==> config.mk <==
export PLATFORM = sky130hd
export DESIGN_NAME = rf_wb_arbiter_flat
export DESIGN_NICKNAME = d
export VERILOG_FILES = /design/src/rtl/rf_wb_pkg.sv /design/src/rtl/rf_wb_arbiter_if.sv /design/src/rtl/rf_wb_ldq.sv /design/src/rtl/rf_wb_arbiter.sv /design/src/flat_wrapper.sv
export SDC_FILE = /design/constraint.sdc
export NUM_CORES = 1
export LEC_CHECK = 0
export CAP_MARGIN = 30
export CORE_MARGIN = 3
export CORE_UTILIZATION = 55
export CTS_BUF_LIST = sky130_fd_sc_hd__clkbuf_16
export CTS_CLUSTER_SIZE = 40
export DETAILED_ROUTE_END_ITERATION = 7
export GPL_TIMING_DRIVEN = 0
export MAX_ROUTING_LAYER = met4
export PLACE_DENSITY = 0.86
export SKIP_CTS_REPAIR_TIMING = 1
export SLEW_MARGIN = 25
export SYNTH_ARGS = -nofsm -noshare
export SYNTH_HDL_FRONTEND = slang
export SYNTH_SLANG_ARGS = --single-unit
export TNS_END_PERCENT = 30
==> constraint.sdc <==
create_clock -name clk -period 8.7 [get_ports clk]
set_input_delay 1.74 -clock clk [delete_from_list [all_inputs] [get_ports clk]]
set_output_delay 1.74 -clock clk [all_outputs]
set_load 0.01 [all_outputs]
==> src/rtl/rf_wb_pkg.sv <==
// rf_wb_pkg: shared constants, load funct3 encodings, write-request type and load formatter
// Latency: n/a (types and a pure combinational function)
// Backpressure: n/a
// Contents: XLEN, REG_AW, F3_* load encodings, wb_req_t {rd, data}, ld_format()
package rf_wb_pkg;

  localparam int XLEN   = 32;
  localparam int REG_AW = 5;

  localparam logic [2:0] F3_LB  = 3'b000;
  localparam logic [2:0] F3_LH  = 3'b001;
  localparam logic [2:0] F3_LW  = 3'b010;
  localparam logic [2:0] F3_LBU = 3'b100;
  localparam logic [2:0] F3_LHU = 3'b101;

  typedef struct packed {
    logic [REG_AW-1:0] rd;
    logic [XLEN-1:0]   data;
  } wb_req_t;

  // Select the addressed byte/half of the aligned word and extend it.
  // Unknown encodings fall back to the full word.
  function automatic logic [XLEN-1:0] ld_format(input logic [XLEN-1:0] data,
                                                input logic [2:0]      funct3,
                                                input logic [1:0]      addr_lo);
    logic [7:0]  b;
    logic [15:0] h;
    b = data[{addr_lo, 3'b000} +: 8];
    h = data[{addr_lo[1], 4'b0000} +: 16];
    case (funct3)
      F3_LB:   ld_format = {{(XLEN-8){b[7]}}, b};
      F3_LBU:  ld_format = {{(XLEN-8){1'b0}}, b};
      F3_LH:   ld_format = {{(XLEN-16){h[15]}}, h};
      F3_LHU:  ld_format = {{(XLEN-16){1'b0}}, h};
      F3_LW:   ld_format = data;
      default: ld_format = data;
    endcase
  endfunction

endpackage

==> src/rtl/rf_wb_arbiter_if.sv <==
// rf_wb_arbiter_if: ALU result, load response and register-file write port bundle
// Latency: n/a (wiring only)
// Backpressure: alu_ready / ld_ready returned by the arbiter (slave modport)
// Optional RF_WB_SCOREBOARD_EN adds iss_valid/iss_rd (to arbiter) and busy (from arbiter).
interface rf_wb_arbiter_if;
  import rf_wb_pkg::*;

  logic              alu_valid;
  logic              alu_ready;
  logic [REG_AW-1:0] alu_rd;
  logic [XLEN-1:0]   alu_data;

  logic              ld_valid;
  logic              ld_ready;
  logic [REG_AW-1:0] ld_rd;
  logic [XLEN-1:0]   ld_data;
  logic [2:0]        ld_funct3;
  logic [1:0]        ld_addr_lo;

  logic              WE3;
  logic [REG_AW-1:0] A3;
  logic [XLEN-1:0]   WD3;

`ifdef RF_WB_SCOREBOARD_EN
  logic              iss_valid;
  logic [REG_AW-1:0] iss_rd;
  logic [31:0]       busy;

  modport slave (
    input  alu_valid, alu_rd, alu_data,
    input  ld_valid, ld_rd, ld_data, ld_funct3, ld_addr_lo,
    input  iss_valid, iss_rd,
    output alu_ready, ld_ready, WE3, A3, WD3, busy
  );

  modport master (
    output alu_valid, alu_rd, alu_data,
    output ld_valid, ld_rd, ld_data, ld_funct3, ld_addr_lo,
    output iss_valid, iss_rd,
    input  alu_ready, ld_ready, WE3, A3, WD3, busy
  );
`else
  modport slave (
    input  alu_valid, alu_rd, alu_data,
    input  ld_valid, ld_rd, ld_data, ld_funct3, ld_addr_lo,
    output alu_ready, ld_ready, WE3, A3, WD3
  );

  modport master (
    output alu_valid, alu_rd, alu_data,
    output ld_valid, ld_rd, ld_data, ld_funct3, ld_addr_lo,
    input  alu_ready, ld_ready, WE3, A3, WD3
  );
`endif

endinterface

==> src/rtl/rf_wb_ldq.sv <==
// rf_wb_ldq: in-order FIFO of formatted load write requests
// Latency: push visible at head_o the cycle after the push edge
// Backpressure: push ignored when full, pop ignored when empty
// Ports: clk, rst, push_i/wdat_i, pop_i, head_o, full_o, empty_o, count_o
module rf_wb_ldq
  import rf_wb_pkg::*;
#(
  parameter int DEPTH = 2
) (
  input  logic                     clk,
  input  logic                     rst,
  input  logic                     push_i,
  input  wb_req_t                  wdat_i,
  input  logic                     pop_i,
  output wb_req_t                  head_o,
  output logic                     full_o,
  output logic                     empty_o,
  output logic [$clog2(DEPTH):0]   count_o
);

  localparam int AW = $clog2(DEPTH);

  wb_req_t        mem_q [DEPTH];
  logic [AW-1:0]  wr_ptr_q, rd_ptr_q;
  logic [AW:0]    count_q, count_d;
  logic           do_push, do_pop;

  assign full_o  = (count_q == (AW+1)'(DEPTH));
  assign empty_o = (count_q == '0);
  assign count_o = count_q;
  assign head_o  = mem_q[rd_ptr_q];

  assign do_push = push_i && !full_o;
  assign do_pop  = pop_i && !empty_o;

  always_comb begin
    count_d = count_q;
    if (do_push && !do_pop)      count_d = count_q + (AW+1)'(1);
    else if (do_pop && !do_push) count_d = count_q - (AW+1)'(1);
  end

  always_ff @(posedge clk) begin
    if (rst) begin
      wr_ptr_q <= '0;
      rd_ptr_q <= '0;
      count_q  <= '0;
    end else begin
      if (do_push) wr_ptr_q <= wr_ptr_q + AW'(1);
      if (do_pop)  rd_ptr_q <= rd_ptr_q + AW'(1);
      count_q <= count_d;
    end
  end

  // Storage needs no reset: occupancy alone decides what is valid.
  always_ff @(posedge clk) begin
    if (do_push) mem_q[wr_ptr_q] <= wdat_i;
  end

endmodule

==> src/rtl/rf_wb_arbiter.sv <==
// rf_wb_arbiter: merges ALU results and formatted loads onto the single RF write port (WE3/A3/WD3)
// Latency: ALU handshake -> WE3 1 cycle; load handshake -> WE3 >= 2 cycles (queued, no bypass)
// Backpressure: ALU has priority; a load waiting STARVE_LIM cycles drops alu_ready for one win; ld_ready = queue not full
// Ports: clk, rst (sync, active-high), bus (rf_wb_arbiter_if.slave). Optional macro RF_WB_SCOREBOARD_EN adds busy tracking.
module rf_wb_arbiter
  import rf_wb_pkg::*;
#(
  parameter int LDQ_DEPTH  = 2,
  parameter int STARVE_LIM = 4
) (
  input logic           clk,
  input logic           rst,
  rf_wb_arbiter_if.slave bus
);

  localparam int SW = $clog2(STARVE_LIM + 1);
  localparam logic [SW-1:0] LIM = SW'(STARVE_LIM);

  wb_req_t                    ldq_wdat, ldq_head, win;
  logic                       ldq_push, ldq_pop, ldq_full, ldq_empty;
  // Queue occupancy is exported for debug visibility; the flags suffice here.
  logic [$clog2(LDQ_DEPTH):0] ldq_count_unused;

  logic                       force_ld, win_vld;
  logic [SW-1:0]              starve_q, starve_d;
  logic                       we3_q, we3_d;
  logic [REG_AW-1:0]          a3_q, a3_d;
  logic [XLEN-1:0]            wd3_q, wd3_d;

  // Formatting happens at enqueue so the queue holds ready-to-write data.
  assign ldq_wdat = '{rd: bus.ld_rd,
                      data: ld_format(bus.ld_data, bus.ld_funct3, bus.ld_addr_lo)};
  assign bus.ld_ready = !rst && !ldq_full;
  assign ldq_push     = bus.ld_valid && bus.ld_ready;

  rf_wb_ldq #(.DEPTH(LDQ_DEPTH)) u_ldq (
    .clk     (clk),
    .rst     (rst),
    .push_i  (ldq_push),
    .wdat_i  (ldq_wdat),
    .pop_i   (ldq_pop),
    .head_o  (ldq_head),
    .full_o  (ldq_full),
    .empty_o (ldq_empty),
    .count_o (ldq_count_unused)
  );

  assign force_ld      = !ldq_empty && (starve_q >= LIM);
  assign bus.alu_ready = !rst && !force_ld;

  always_comb begin
    ldq_pop = 1'b0;
    win_vld = 1'b0;
    win     = '0;
    if (!rst) begin
      if (force_ld) begin
        ldq_pop = 1'b1;
        win_vld = 1'b1;
        win     = ldq_head;
      end else if (bus.alu_valid) begin
        win_vld = 1'b1;
        win     = '{rd: bus.alu_rd, data: bus.alu_data};
      end else if (!ldq_empty) begin
        ldq_pop = 1'b1;
        win_vld = 1'b1;
        win     = ldq_head;
      end
    end
  end

  // Counts cycles the head has been passed over; saturates at the limit.
  always_comb begin
    starve_d = starve_q;
    if (ldq_empty || ldq_pop) starve_d = '0;
    else if (starve_q < LIM)  starve_d = starve_q + SW'(1);
  end

  // x0 writes are consumed but never reach the register file.
  always_comb begin
    we3_d = win_vld && (win.rd != '0);
    a3_d  = win_vld ? win.rd   : a3_q;
    wd3_d = win_vld ? win.data : wd3_q;
  end

  always_ff @(posedge clk) begin
    if (rst) begin
      starve_q <= '0;
      we3_q    <= 1'b0;
      a3_q     <= '0;
      wd3_q    <= '0;
    end else begin
      starve_q <= starve_d;
      we3_q    <= we3_d;
      a3_q     <= a3_d;
      wd3_q    <= wd3_d;
    end
  end

  assign bus.WE3 = we3_q;
  assign bus.A3  = a3_q;
  assign bus.WD3 = wd3_q;

`ifdef RF_WB_SCOREBOARD_EN
  logic [31:0] busy_q, busy_d;

  // Clear on the edge that registers the write, then set, so a same-edge issue wins.
  always_comb begin
    busy_d = busy_q;
    if (we3_d)         busy_d[a3_d]       = 1'b0;
    if (bus.iss_valid) busy_d[bus.iss_rd] = 1'b1;
    busy_d[0] = 1'b0;
  end

  always_ff @(posedge clk) begin
    if (rst) busy_q <= '0;
    else     busy_q <= busy_d;
  end

  assign bus.busy = busy_q;
`endif

endmodule

==> src/flat_wrapper.sv <==
// flat-port wrapper written by rule: the top's interface ports become plain ports
module rf_wb_arbiter_flat import rf_wb_pkg::*;
#(
  parameter int LDQ_DEPTH  = 2,
  parameter int STARVE_LIM = 4
)
  (clk, rst, bus_alu_valid, bus_alu_rd, bus_alu_data, bus_ld_valid, bus_ld_rd, bus_ld_data, bus_ld_funct3, bus_ld_addr_lo, bus_alu_ready, bus_ld_ready, bus_WE3, bus_A3, bus_WD3);
  rf_wb_arbiter_if bus_i ();
  input logic clk;
  input logic rst;
  input wire logic [$bits(bus_i.alu_valid)-1:0] bus_alu_valid;
  input wire logic [$bits(bus_i.alu_rd)-1:0] bus_alu_rd;
  input wire logic [$bits(bus_i.alu_data)-1:0] bus_alu_data;
  input wire logic [$bits(bus_i.ld_valid)-1:0] bus_ld_valid;
  input wire logic [$bits(bus_i.ld_rd)-1:0] bus_ld_rd;
  input wire logic [$bits(bus_i.ld_data)-1:0] bus_ld_data;
  input wire logic [$bits(bus_i.ld_funct3)-1:0] bus_ld_funct3;
  input wire logic [$bits(bus_i.ld_addr_lo)-1:0] bus_ld_addr_lo;
  output wire logic [$bits(bus_i.alu_ready)-1:0] bus_alu_ready;
  output wire logic [$bits(bus_i.ld_ready)-1:0] bus_ld_ready;
  output wire logic [$bits(bus_i.WE3)-1:0] bus_WE3;
  output wire logic [$bits(bus_i.A3)-1:0] bus_A3;
  output wire logic [$bits(bus_i.WD3)-1:0] bus_WD3;
  assign bus_i.alu_valid = bus_alu_valid;
  assign bus_i.alu_rd = bus_alu_rd;
  assign bus_i.alu_data = bus_alu_data;
  assign bus_i.ld_valid = bus_ld_valid;
  assign bus_i.ld_rd = bus_ld_rd;
  assign bus_i.ld_data = bus_ld_data;
  assign bus_i.ld_funct3 = bus_ld_funct3;
  assign bus_i.ld_addr_lo = bus_ld_addr_lo;
  assign bus_alu_ready = bus_i.alu_ready;
  assign bus_ld_ready = bus_i.ld_ready;
  assign bus_WE3 = bus_i.WE3;
  assign bus_A3 = bus_i.A3;
  assign bus_WD3 = bus_i.WD3;
  rf_wb_arbiter #(.LDQ_DEPTH(LDQ_DEPTH), .STARVE_LIM(STARVE_LIM)) u_core (.clk(clk), .rst(rst), .bus(bus_i));
endmodule
# Yosys cells after proc, flatten, opt, wreduce, memory -nomap -nowiden
# Memory sizes are Yosys's and may differ from the RTL's. A register that Yosys moved wholly into a read port is not among the register bits.
# Index checks and enable logic that the tools add are counted.
[totals]
regBits = 45
ramBits = 74
input_bits = 83
out_inout_bits = 40
mem_count = 1
[mem_list]
columns = ["memory", "depth", "width", "read_ports", "rd_clocked_by_memory_dff", "wr", "line_no", "source"]
rows = [
  ["u_core.u_ldq.mem_q", 2, 37, 1, 1, 1, "rf_wb_ldq.sv:23", "wb_req_t mem_q [DEPTH];"],
]
[op_classes]
add_sub_neg = 5
order_cmp = 2
eq_ne = 4
shift = 2
mux = 18
reduce_logical = 21
[op_table]
columns = ["op", "count"]
rows = [
  ["two-way mux 37 bit", 4],
  ["one-hot mux 32 bit (4 select lines)", 1],
  ["indexed part select 32 x 6 -> 16 bit", 1],
  ["indexed part select 32 x 6 -> 8 bit", 1],
  ["two-way mux 1 bit", 11],
  ["logical AND 1 bit", 9],
  ["== test 3 bit (second input constant)", 2],
  ["zero test 1 bit", 6],
  ["nonzero test 5 bit", 1],
  ["two-way mux 2 bit", 2],
  ["adder 3 x 1 -> 3 bit (second input constant)", 1],
  ["== test 3 x 1 -> 1 bit (second input constant)", 1],
  ["greater-or-equal comparator 3 bit (second input constant)", 1],
  ["zero test 3 bit", 1],
  ["< comparator 3 bit (second input constant)", 1],
  ["adder 1 bit (second input constant)", 2],
  ["adder 2 x 1 -> 2 bit (second input constant)", 1],
  ["== test 2 bit (second input constant)", 1],
  ["zero test 2 bit", 1],
  ["nonzero test 2 bit", 1],
  ["OR reduction 2 bit", 1],
  ["subtractor 2 x 1 -> 2 bit (second input constant)", 1],
  ["logical OR 1 bit", 1],
]

# Longest topological paths before layout
# Gate-level depths: netlist (run 1).
[depth]
depth_word = 9
mapped_depth = 7

# By module
# From an unflattened synthesis (run 1), not the netlist that was laid out.
[unflattened]
cells_unflattened = 524
area_unflattened_um2 = 5846.9
[by_module_without_submodules]
columns = ["mod", "instances", "cells_per_inst", "area_per_inst_um2", "seq_area_each_um2"]
rows = [
  ["rf_wb_arbiter", 1, 384, 2962.8, 820.8],
  ["rf_wb_ldq", 1, 140, 2884.0, 2322.2],
]

# Worst setup path after synthesis (run 1)
# OpenSTA, ideal clock, no wires.
[synth_path]
path_kind = "input -> register"
from = "input port rst"
to = "register u_core.u_ldq.wr_ptr_q"
setup_ns = 0.074
arrival_ns = 5.998
required_time_ns = 8.626
setup_slack_ns = 2.628
stages = 2
path_buffers = 0
path_cell_list = "nor4_1 > o21ba_2"
[synth_between]
elab_chain_len = 4
[synth_rtl]
columns = ["item", "line_no", "source"]
rows = [
  ["start, declared", "flat_wrapper.sv:10", "input logic rst;"],
  ["zero test 1 bit", "rf_wb_arbiter.sv:33", "assign bus.ld_ready = !rst && !ldq_full;"],
  ["logical AND 1 bit", "rf_wb_arbiter.sv:33", ""],
  ["logical AND 1 bit", "rf_wb_arbiter.sv:34", "assign ldq_push = bus.ld_valid && bus.ld_ready;"],
  ["logical AND 1 bit", "rf_wb_ldq.sv:33", "assign do_push = push_i && !full_o;"],
  ["end signal, assigned", "rf_wb_ldq.sv:48", "if (do_push) wr_ptr_q <= wr_ptr_q + AW'(1);"],
  ["end, declared", "rf_wb_ldq.sv:24", "logic [AW-1:0] wr_ptr_q, rd_ptr_q;"],
]
# Several ways; a longest one is shown, not always the timed one.
# A chain may end at the register's enable or synchronous reset.

# Worst setup path after layout (run 1)
[layout_path]
from = "input port rst"
to = "output port bus_alu_ready"
[layout_between]
elab_chain_len = 2
[layout_rtl]
columns = ["item", "line_no", "source"]
rows = [
  ["zero test 1 bit", "rf_wb_arbiter.sv:49", "assign bus.alu_ready = !rst && !force_ld;"],
  ["logical AND 1 bit", "rf_wb_arbiter.sv:49", ""],
  ["end, declared", "flat_wrapper.sv:19", "output wire logic [$bits(bus_i.alu_ready)-1:0] bus_alu_ready;"],
]
# Every way passes these cells.

==> results of run 1 <==
[power by group through the flow]
stage | clock network (W) | logic (W) | registers, W
after floorplan | 0 | 0.000189 | 0.000712
after global placement | 0 | 0.000354 | 0.000699
after detailed placement | 0 | 0.000370 | 0.000701
after CTS | 0.000663 | 0.000379 | 0.000691
after global routing | 0.000691 | 0.000411 | 0.000697
final | 0.000658 | 0.000381 | 0.000691
[sequential cells by signal, indices dropped and copies added, names as in the netlist, named ones only]
name / flops
u_core.u_ldq.count_o: 2
u_core.starve_q: 3
u_core.u_ldq.mem_q: 74
u_core.u_ldq.rd_ptr_q: 1
u_core.bus.WE3: 1
u_core.u_ldq.wr_ptr_q: 1
u_core.bus.WD3: 32
u_core.bus.A3: 5
[metal layers]
layer  up-vias  part of all wire, %  GRT usage, %
met1      2229                   38          36.4
met3        46                  7.9          7.59
met4         0                  2.5          10.1
met5         -                    0             -
met2       241                   51          50.6
li1       2176                    -             -
[area by class of cell]
cell class	count	share of cell area, %
multi-input combinational	322	29.0
sequential	120	41.5
buffer	44	2.75
clock buffer	17	5.62
tap	133	2.20
inverter	8	0.397
timing repair buffer	127	16.7
clock inverter	15	1.82
[final timing paths]
kind	startpoint	to	slack (ps)	cells past startpoint
worst max register to register	u_core.u_ldq.count_o[0]$_SDFFE_PP0P_	u_core.u_ldq.mem_q[0][16]$_DFFE_PP_	6430	5
worst min register to register	u_core.starve_q[0]$_SDFFE_PP0N_	u_core.starve_q[0]$_SDFFE_PP0N_	440	1
worst max-delay path	rst	bus_alu_ready	3130	5
worst min-delay path	u_core.starve_q[0]$_SDFFE_PP0N_	u_core.starve_q[0]$_SDFFE_PP0N_	440	1
[metrics by stage]
stage / utilization [%] / worst slack, ps / hold slack, ps / cells
6_report: 77.0 / 3130 / 439 / 786
5_1_grt: 77.0 / 3030 / 467 / 786
4_1_cts: 77.0 / 3160 / 439 / 786
3_5_place_dp: 71.3 / 3180 / 431 / 754
3_3_place_gp: 70.6 / 543 / 416 / 747
2_1_floorplan: - / 2630 / 407 / 494
[cells in the mapped netlist (2+ instances only)]
library cell	number	share of area (%)
a21oi_1	6	0.54
a22oi_1	5	0.67
a2bb2oi_1	6	0.94
a311oi_1	37	5.8
buf_2	22	2.0
buf_4	4	0.54
clkbuf_1	18	1.2
dfxtp_1	46	17
edfxtp_1	74	40
ha_1	2	0.45
inv_1	8	0.54
mux2_2	41	8.3
mux2i_1	10	1.8
nand2_1	25	1.7
nand2b_1	3	0.34
nand3_1	71	6.4
nor2_1	42	2.8
nor2b_1	6	0.67
nor3_1	4	0.36
nor3b_1	3	0.40
o21ai_0	25	2.2
o221ai_1	5	0.79
or2_2	2	0.22
or3_1	4	0.45
or4_1	5	0.67
xor2_1	2	0.31
[cell families (layout without fill, tap and decap cells)]
family / after synthesis / after routing / synth area share [%]
AND/OR/NAND/NOR: 171 / 171 / 14.8
flip-flops: 120 / 120 / 56.5
AO/OA/AOI/OAI: 94 / 94 / 12.8
multiplexers: 53 / 53 / 10.9
buffers and inverters: 52 / 211 / 4.27
adder cells (fa/ha/maj): 2 / 2 / 0.450
XOR/XNOR: 2 / 2 / 0.315
==> impl_metrics.yaml, run 1 <==
outcome:
  status: "finished, final reports clean"
clock_network:
  cts_sinks: 120
  clock_latency_ps: 410
  htreeDepth: 4
  clk_pin_slew_worst_paths_ps: 50
  cts_tree: "done"
  cts_max_path_buffers: 2
  cts_buffers: 17
  root_buffer: "clkbuf_16"
finish:
  final_nets: 725
  areaGrowthSynthToFinish_pct: 36.0
  nFillCells: 653
  regArea_um2: 3140
  final_area_um2: 7560
  layout_commonest_cell: "clkdlybuf4s50_1"
  antenna-diode-count: 0
  drive_gt1_share_pct: 17.5
  mostFrequentLayoutCells: "clkdlybuf4s50_1, edfxtp_1, nand3_1"
  multi_input_area_um2: 2190
sta:
  rsz0062_at_grt: "no"
  max_freq_mhz: 180
  skew_ps: 5.67
  max_slew_margin_pct: 49.0
  post-route-min-period_ps: 5570
  tightestPinTransition_ps: 759
  slew_viol_final: 0
  hold_viol_final: 0
  finalCritPeriodShare_pct: 64.0
  setup_tns_ps: 0
  setup_viol: 0
critical_path:
  worst_ep_required_time_ps: 6960
  slowest_stage: "clkdlybuf4s50_1"
  crit_type: "input port to output pin"
  cpPeakStageDelay_ps: 610
  crit_path_end_kind: "output pin"
  cp-start-kind: "input port"
  path_cells: "clkdlybuf4s50_1 > clkbuf_1 > clkbuf_1 > a21oi_1 > clkdlybuf4s50_1"
  critical_path_buf_inv_count: 4
  crit_arrival_ps: 3830
  crit_path_max_fanout: 10
  cpLargestDelayFamily: "buffers and inverters"
detailed_routing:
  vias: 4692
  dr.pass1.iters: 6
  routed_wl_mm: 15.9
  drc: 0
  wl_per_cell_um: 20.3
  drtAntennaViolNets: 0
  first_iter_violations: 464
  viasPerCell: 5.97
place:
  dp_hpwl_mm: 11.5
  port_buffers: 120
  routabilityCongestion: 0.966
  postPlaceCellArea_um2: 7000
floorplan:
  dieHeight_um: 107
  io_pins: 123
  design.die.area_um2: 11400
  die_w_um: 107
  initial_utilization_pct: 56.7
  fp-row-count: 36
  core_um2: 9820
synthesis:
  ys_seq_area_share_pct: 56.5
  yosys.cell_types.count: 44
  synth_edf_count: 74
  ys_seq_elements: 120
  synth_warnings: 0
  synthFlopType: "edfxtp_1"
  syn_area_um2: 5560
  avgSynthCellArea_um2: 11.3
  async_flop_share_pct: 0
  syn-num-nets: 579
  syn_inst: 494
run:
  maxCapViolCount: 0
global_routing:
  antenna_found_initial: 0
  grt_use_total_pct: 30.4
  overflow: 0
  first_global_vias: 4858
  grt_max_degree: 22
  grt_first_pass_wirelength_mm: 25.8
power_and_ir_drop:
  power_density_nw_per_um2: 229
  internal-power_w: 0.00126
  p_sw_w: 0.000470
  ir_drop_mv: 0.138
  pwr-share-clk_pct: 38.0
  total_power_w: 0.00173
  combPwrFrac_pct: 22.0
  switching_share_pct: 27.1
  pwr-share-seq_pct: 39.9
  power.leakage_nw: 2.70
hold_path:
  min_path_type: "register to register"
Note: power is estimated with default switching activity, not from simulation.
==> inputs of run 2 (changes only) <==
CORE_UTILIZATION = 46   (was 55)
PLACE_DENSITY = 0.77   (was 0.86)
clock period = 5 ns   (was 8.7 ns; I/O delays follow)
==> run 2 against run 1 <==
Net effect: cell count up 0.76%; total power is 74% higher; core utilization is 12 points lower; clock power grew 76%; via count down 2.7%; critical endpoint is now bus_ld_ready; largest cell class unchanged.
==> impl_metrics.yaml, run 2 (synthesis results as in run 1) <==
outcome:
  status: "finished, final reports clean"
finish:
  final_area_um2: 7580
  final_nets: 722
  regArea_um2: 3140
  nFillCells: 890
  layout_commonest_cell: "clkdlybuf4s50_1"
  areaGrowthSynthToFinish_pct: 36.2
  regMostFlops: "u_core.u_ldq.mem_q"
  drive_gt1_share_pct: 16.3
  mostFrequentLayoutCells: "clkdlybuf4s50_1, edfxtp_1, nand3_1"
  largest_reg_flops: 74
  fin_cells: 792
  multi_input_area_um2: 2200
  antenna-diode-count: 0
critical_path:
  crit_path_max_fanout: 10
  crit_type: "input port to output pin"
  slowest_stage: "clkdlybuf4s50_1"
  path_cells: "clkdlybuf4s50_1 > clkbuf_1 > clkbuf_1 > nor2_1 > clkdlybuf4s50_1"
  crit_arrival_ps: 3100
  crit_path_end_kind: "output pin"
  worst_ep_required_time_ps: 4000
  cpPeakStageDelay_ps: 650
  cp-start-kind: "input port"
power_and_ir_drop:
  total_power_w: 0.00302
  power.leakage_nw: 2.70
  ir_drop_mv: 0.215
  power_density_nw_per_um2: 398
detailed_routing:
  drtAntennaViolNets: 0
  drc: 0
  routed_wl_mm: 15.0
  first_iter_violations: 422
  vias: 4567
  viasPerCell: 5.77
  wl_per_cell_um: 19.0
  dr.pass1.iters: 5
place:
  dpl_worst_slack_ps: 914
  postPlaceCellArea_um2: 7010
  port_buffers: 120
  dp_hpwl_mm: 11.2
  place_inst: 761
  routabilityCongestion: 0.935
floorplan:
  die_w_um: 116
  initial_utilization_pct: 47.9
  design.die.area_um2: 13500
  fp-row-count: 39
  dieHeight_um: 116
  io_pins: 123
  core_um2: 11600
clock_network:
  cts_tree: "done"
  cts_sinks: 120
  clock_latency_ps: 400
  clk_pin_slew_worst_paths_ps: 50
  root_buffer: "clkbuf_16"
  cts_buffers: 17
  htreeDepth: 4
  cts_max_path_buffers: 2
sta:
  slew_viol_final: 0
  hold_viol_final: 0
  max_freq_mhz: 244
  fin_ws_ps: 897
  finalCritPeriodShare_pct: 82.1
  setup_viol: 0
  max_slew_margin_pct: 59.5
  tightestPinTransition_ps: 608
  setup_tns_ps: 0
  post-route-min-period_ps: 4100
  skew_ps: 5.26
  rsz0062_at_grt: "no"
run:
  maxCapViolCount: 0
global_routing:
  met2_usage_pct: 37.6
  grt-busiest-layer: "met2"
  antenna_found_initial: 0
  grt_use_total_pct: 23.3
  grt_first_pass_wirelength_mm: 23.3
  gr-usage-met1_pct: 29.7
  overflow: 0
  use_met3_pct: 4.70
  first_global_vias: 4474
  grt_max_degree: 29
hold_path:
  min_path_type: "register to register"
[run 2: final cells by class]
cell class / count / area share (%)
buffer: 44 / 2.74
clock buffer: 17 / 5.62
clock inverter: 14 / 1.85
inverter: 8 / 0.396
multi-input combinational: 322 / 29.0
sequential: 120 / 41.5
tap: 143 / 2.36
timing repair buffer: 124 / 16.5
[run 2: metal layers]
metal / vias to the layer above / share of wire, %
met5: - / 0
met4: 0 / 1.8
met3: 30 / 7.2
met2: 222 / 48
met1: 2150 / 43
li1: 2165 / -
[run 2: report_power, final]
group	switching [W]	internal [W]	leakage [nW]
Clock	0.000400	0.000764	0.281
Combinational	0.000336	0.000317	1.35
Sequential	0.0000460	0.00116	1.06
Total	0.000782	0.00224	2.70
[run 2: worst paths after layout]
kind	slack [ps]	start	endpoint	cells after the start
setup reg to reg	3130	u_core.u_ldq.count_o[0]$_SDFFE_PP0P_	u_core.u_ldq.count_o[1]$_SDFFE_PP0P_	5
hold reg to reg	430	u_core.starve_q[0]$_SDFFE_PP0N_	u_core.starve_q[0]$_SDFFE_PP0N_	1
hold / removal	430	u_core.starve_q[0]$_SDFFE_PP0N_	u_core.starve_q[0]$_SDFFE_PP0N_	1
setup / recovery	900	rst	bus_ld_ready	5
[run 2: critical path: cells and delay by family]
family,cells,cell delay [ps]
buffers and inverters,4,1950
AND/OR/NAND/NOR,1,140
[run 2: through the flow]
| step | hold WS [ps] | util [%] |
|---|---|---|
| after floorplan | 407 | - |
| after global placement | 416 | 59.8 |
| after detailed placement | 430 | 60.4 |
| after CTS | 437 | 65.2 |
| after global routing | 463 | 65.2 |
| final | 432 | 65.2 |
==> inputs of run 3 (changes only) <==
CORE_UTILIZATION = 51   (was 46)
PLACE_DENSITY = 0.81   (was 0.77)
clock period = 4 ns   (was 5 ns; I/O delays follow)
==> run 3 against run 2 <==
Net effect: cell count shrank 0.76%; sequential power is 25% higher; clock skew grew 1.8 ps; register-to-register slack got worse by 1300 ps; total power rose by 27%; critical path depth did not move; wire length increased by 3.5%; final area is 0.30% higher; critical path type unchanged.
==> impl_metrics.yaml, run 3 (synthesis results as in run 1) <==
sta:
  skew_ps: 7.04
  hold_slack_ps: 428
  setup_viol: 0
  finalCritPeriodShare_pct: 95.8
  slew_viol_final: 0
  tightestPinTransition_ps: 659
  max_slew_margin_pct: 55.7
  hold_viol_final: 0
  rsz0062_at_grt: "no"
  post-route-min-period_ps: 3830
  max_freq_mhz: 261
floorplan:
  initial_utilization_pct: 53.2
  dieHeight_um: 110
  die_w_um: 110
  core_um2: 10500
  design.die.area_um2: 12200
  io_pins: 123
  fp-row-count: 37
finish:
  multi_input_area_um2: 2200
  largest_reg_flops: 74
  regArea_um2: 3140
  nFillCells: 714
  antenna-diode-count: 0
  final_area_um2: 7600
  drive_gt1_share_pct: 17.4
  mostFrequentLayoutCells: "clkdlybuf4s50_1, edfxtp_1, nand3_1"
  regMostFlops: "u_core.u_ldq.mem_q"
  layout_commonest_cell: "clkdlybuf4s50_1"
  areaGrowthSynthToFinish_pct: 36.6
  final_nets: 722
power_and_ir_drop:
  total_power_w: 0.00384
  ir_drop_mv: 0.295
  power_density_nw_per_um2: 505
  power.leakage_nw: 2.69
global_routing:
  antenna_found_initial: 0
  first_global_vias: 4780
  grt_use_total_pct: 26.4
  overflow: 0
  grt_max_degree: 20
  grt_first_pass_wirelength_mm: 25.1
detailed_routing:
  dr.pass1.iters: 5
  drtAntennaViolNets: 0
  first_iter_violations: 400
  vias: 4739
  viasPerCell: 6.03
  wl_per_cell_um: 19.8
  drc: 0
  routed_wl_mm: 15.6
critical_path:
  critical_path_buf_inv_count: 4
  crit_path_end_kind: "output pin"
  crit_path_max_fanout: 10
  cpPeakStageDelay_ps: 680
  slowest_stage: "clkdlybuf4s50_1"
  path_cells: "clkdlybuf4s50_1 > clkbuf_1 > clkbuf_1 > nor2_1 > clkdlybuf4s50_1"
  crit_arrival_ps: 3030
  worst_ep_required_time_ps: 3200
  cp-start-kind: "input port"
  cpLargestDelayFamily: "buffers and inverters"
  crit_type: "input port to output pin"
outcome:
  status: "finished, final reports clean"
place:
  routabilityCongestion: 0.935
  postPlaceCellArea_um2: 7010
  dp_hpwl_mm: 11.3
  port_buffers: 120
clock_network:
  htreeDepth: 4
  clk_pin_slew_worst_paths_ps: 60
  cts_buffers: 17
  cts_max_path_buffers: 2
  root_buffer: "clkbuf_16"
  clock_latency_ps: 410
  cts_sinks: 120
  cts_tree: "done"
run:
  maxCapViolCount: 0
hold_path:
  min_path_type: "register to register"
-- run 3: worst reg2reg max path, stage by stage, from the launching register on --
cell and delay, ps:
dfxtp_1 520, nor2b_1 200, nor3_1 300, and2_2 560
buf_16 230
-- run 3: final timing paths --
path                                              to  slack (ps)  cells after the start                            startpoint
setup / recovery                        bus_ld_ready         170                      5                                   rst
hold / removal       u_core.starve_q[0]$_SDFFE_PP0N_         430                      1       u_core.starve_q[0]$_SDFFE_PP0N_
setup reg to reg  u_core.u_ldq.mem_q[1][4]$_DFFE_PP_        1880                      4  u_core.u_ldq.count_o[0]$_SDFFE_PP0P_
hold reg to reg      u_core.starve_q[0]$_SDFFE_PP0N_         430                      1       u_core.starve_q[0]$_SDFFE_PP0N_
-- run 3: cell type report --
cell class	count	share of cell area (%)
flip-flops and latches	120	41.4
multi-input cells	322	28.9
repair buffers	124	16.5
clock buffers	17	5.60
plain buffers	44	2.73
well taps	136	2.24
clock inverters	15	2.21
inverters	8	0.395
-- run 3: metrics by stage --
step	setup TNS, ps	setup WS [ps]	std cells	utilization, %
global route	0	131	786	72.6
global placement	-36010	-960	750	66.3
finish	0	170	786	72.6
CTS	0	237	786	72.6
floorplan	0	544	494	-
detailed placement	0	287	754	67.0
-- run 3: report_power, final --
group / total [W] / switching [W] / internal (W)
clock network: 0.00151 / 0.000580 / 0.000929
registers: 0.00150 / 0.0000601 / 0.00144
logic: 0.000825 / 0.000429 / 0.000396
-- run 3: metal layers --
layer | global-route usage [%] | part of all wire [%] | up-vias
met5 | - | 0 | -
met1 | 32.4 | 40 | 2238
met4 | 8.62 | 2.3 | 0
li1 | - | - | 2169
met3 | 6.03 | 7.7 | 44
met2 | 43.5 | 50 | 288
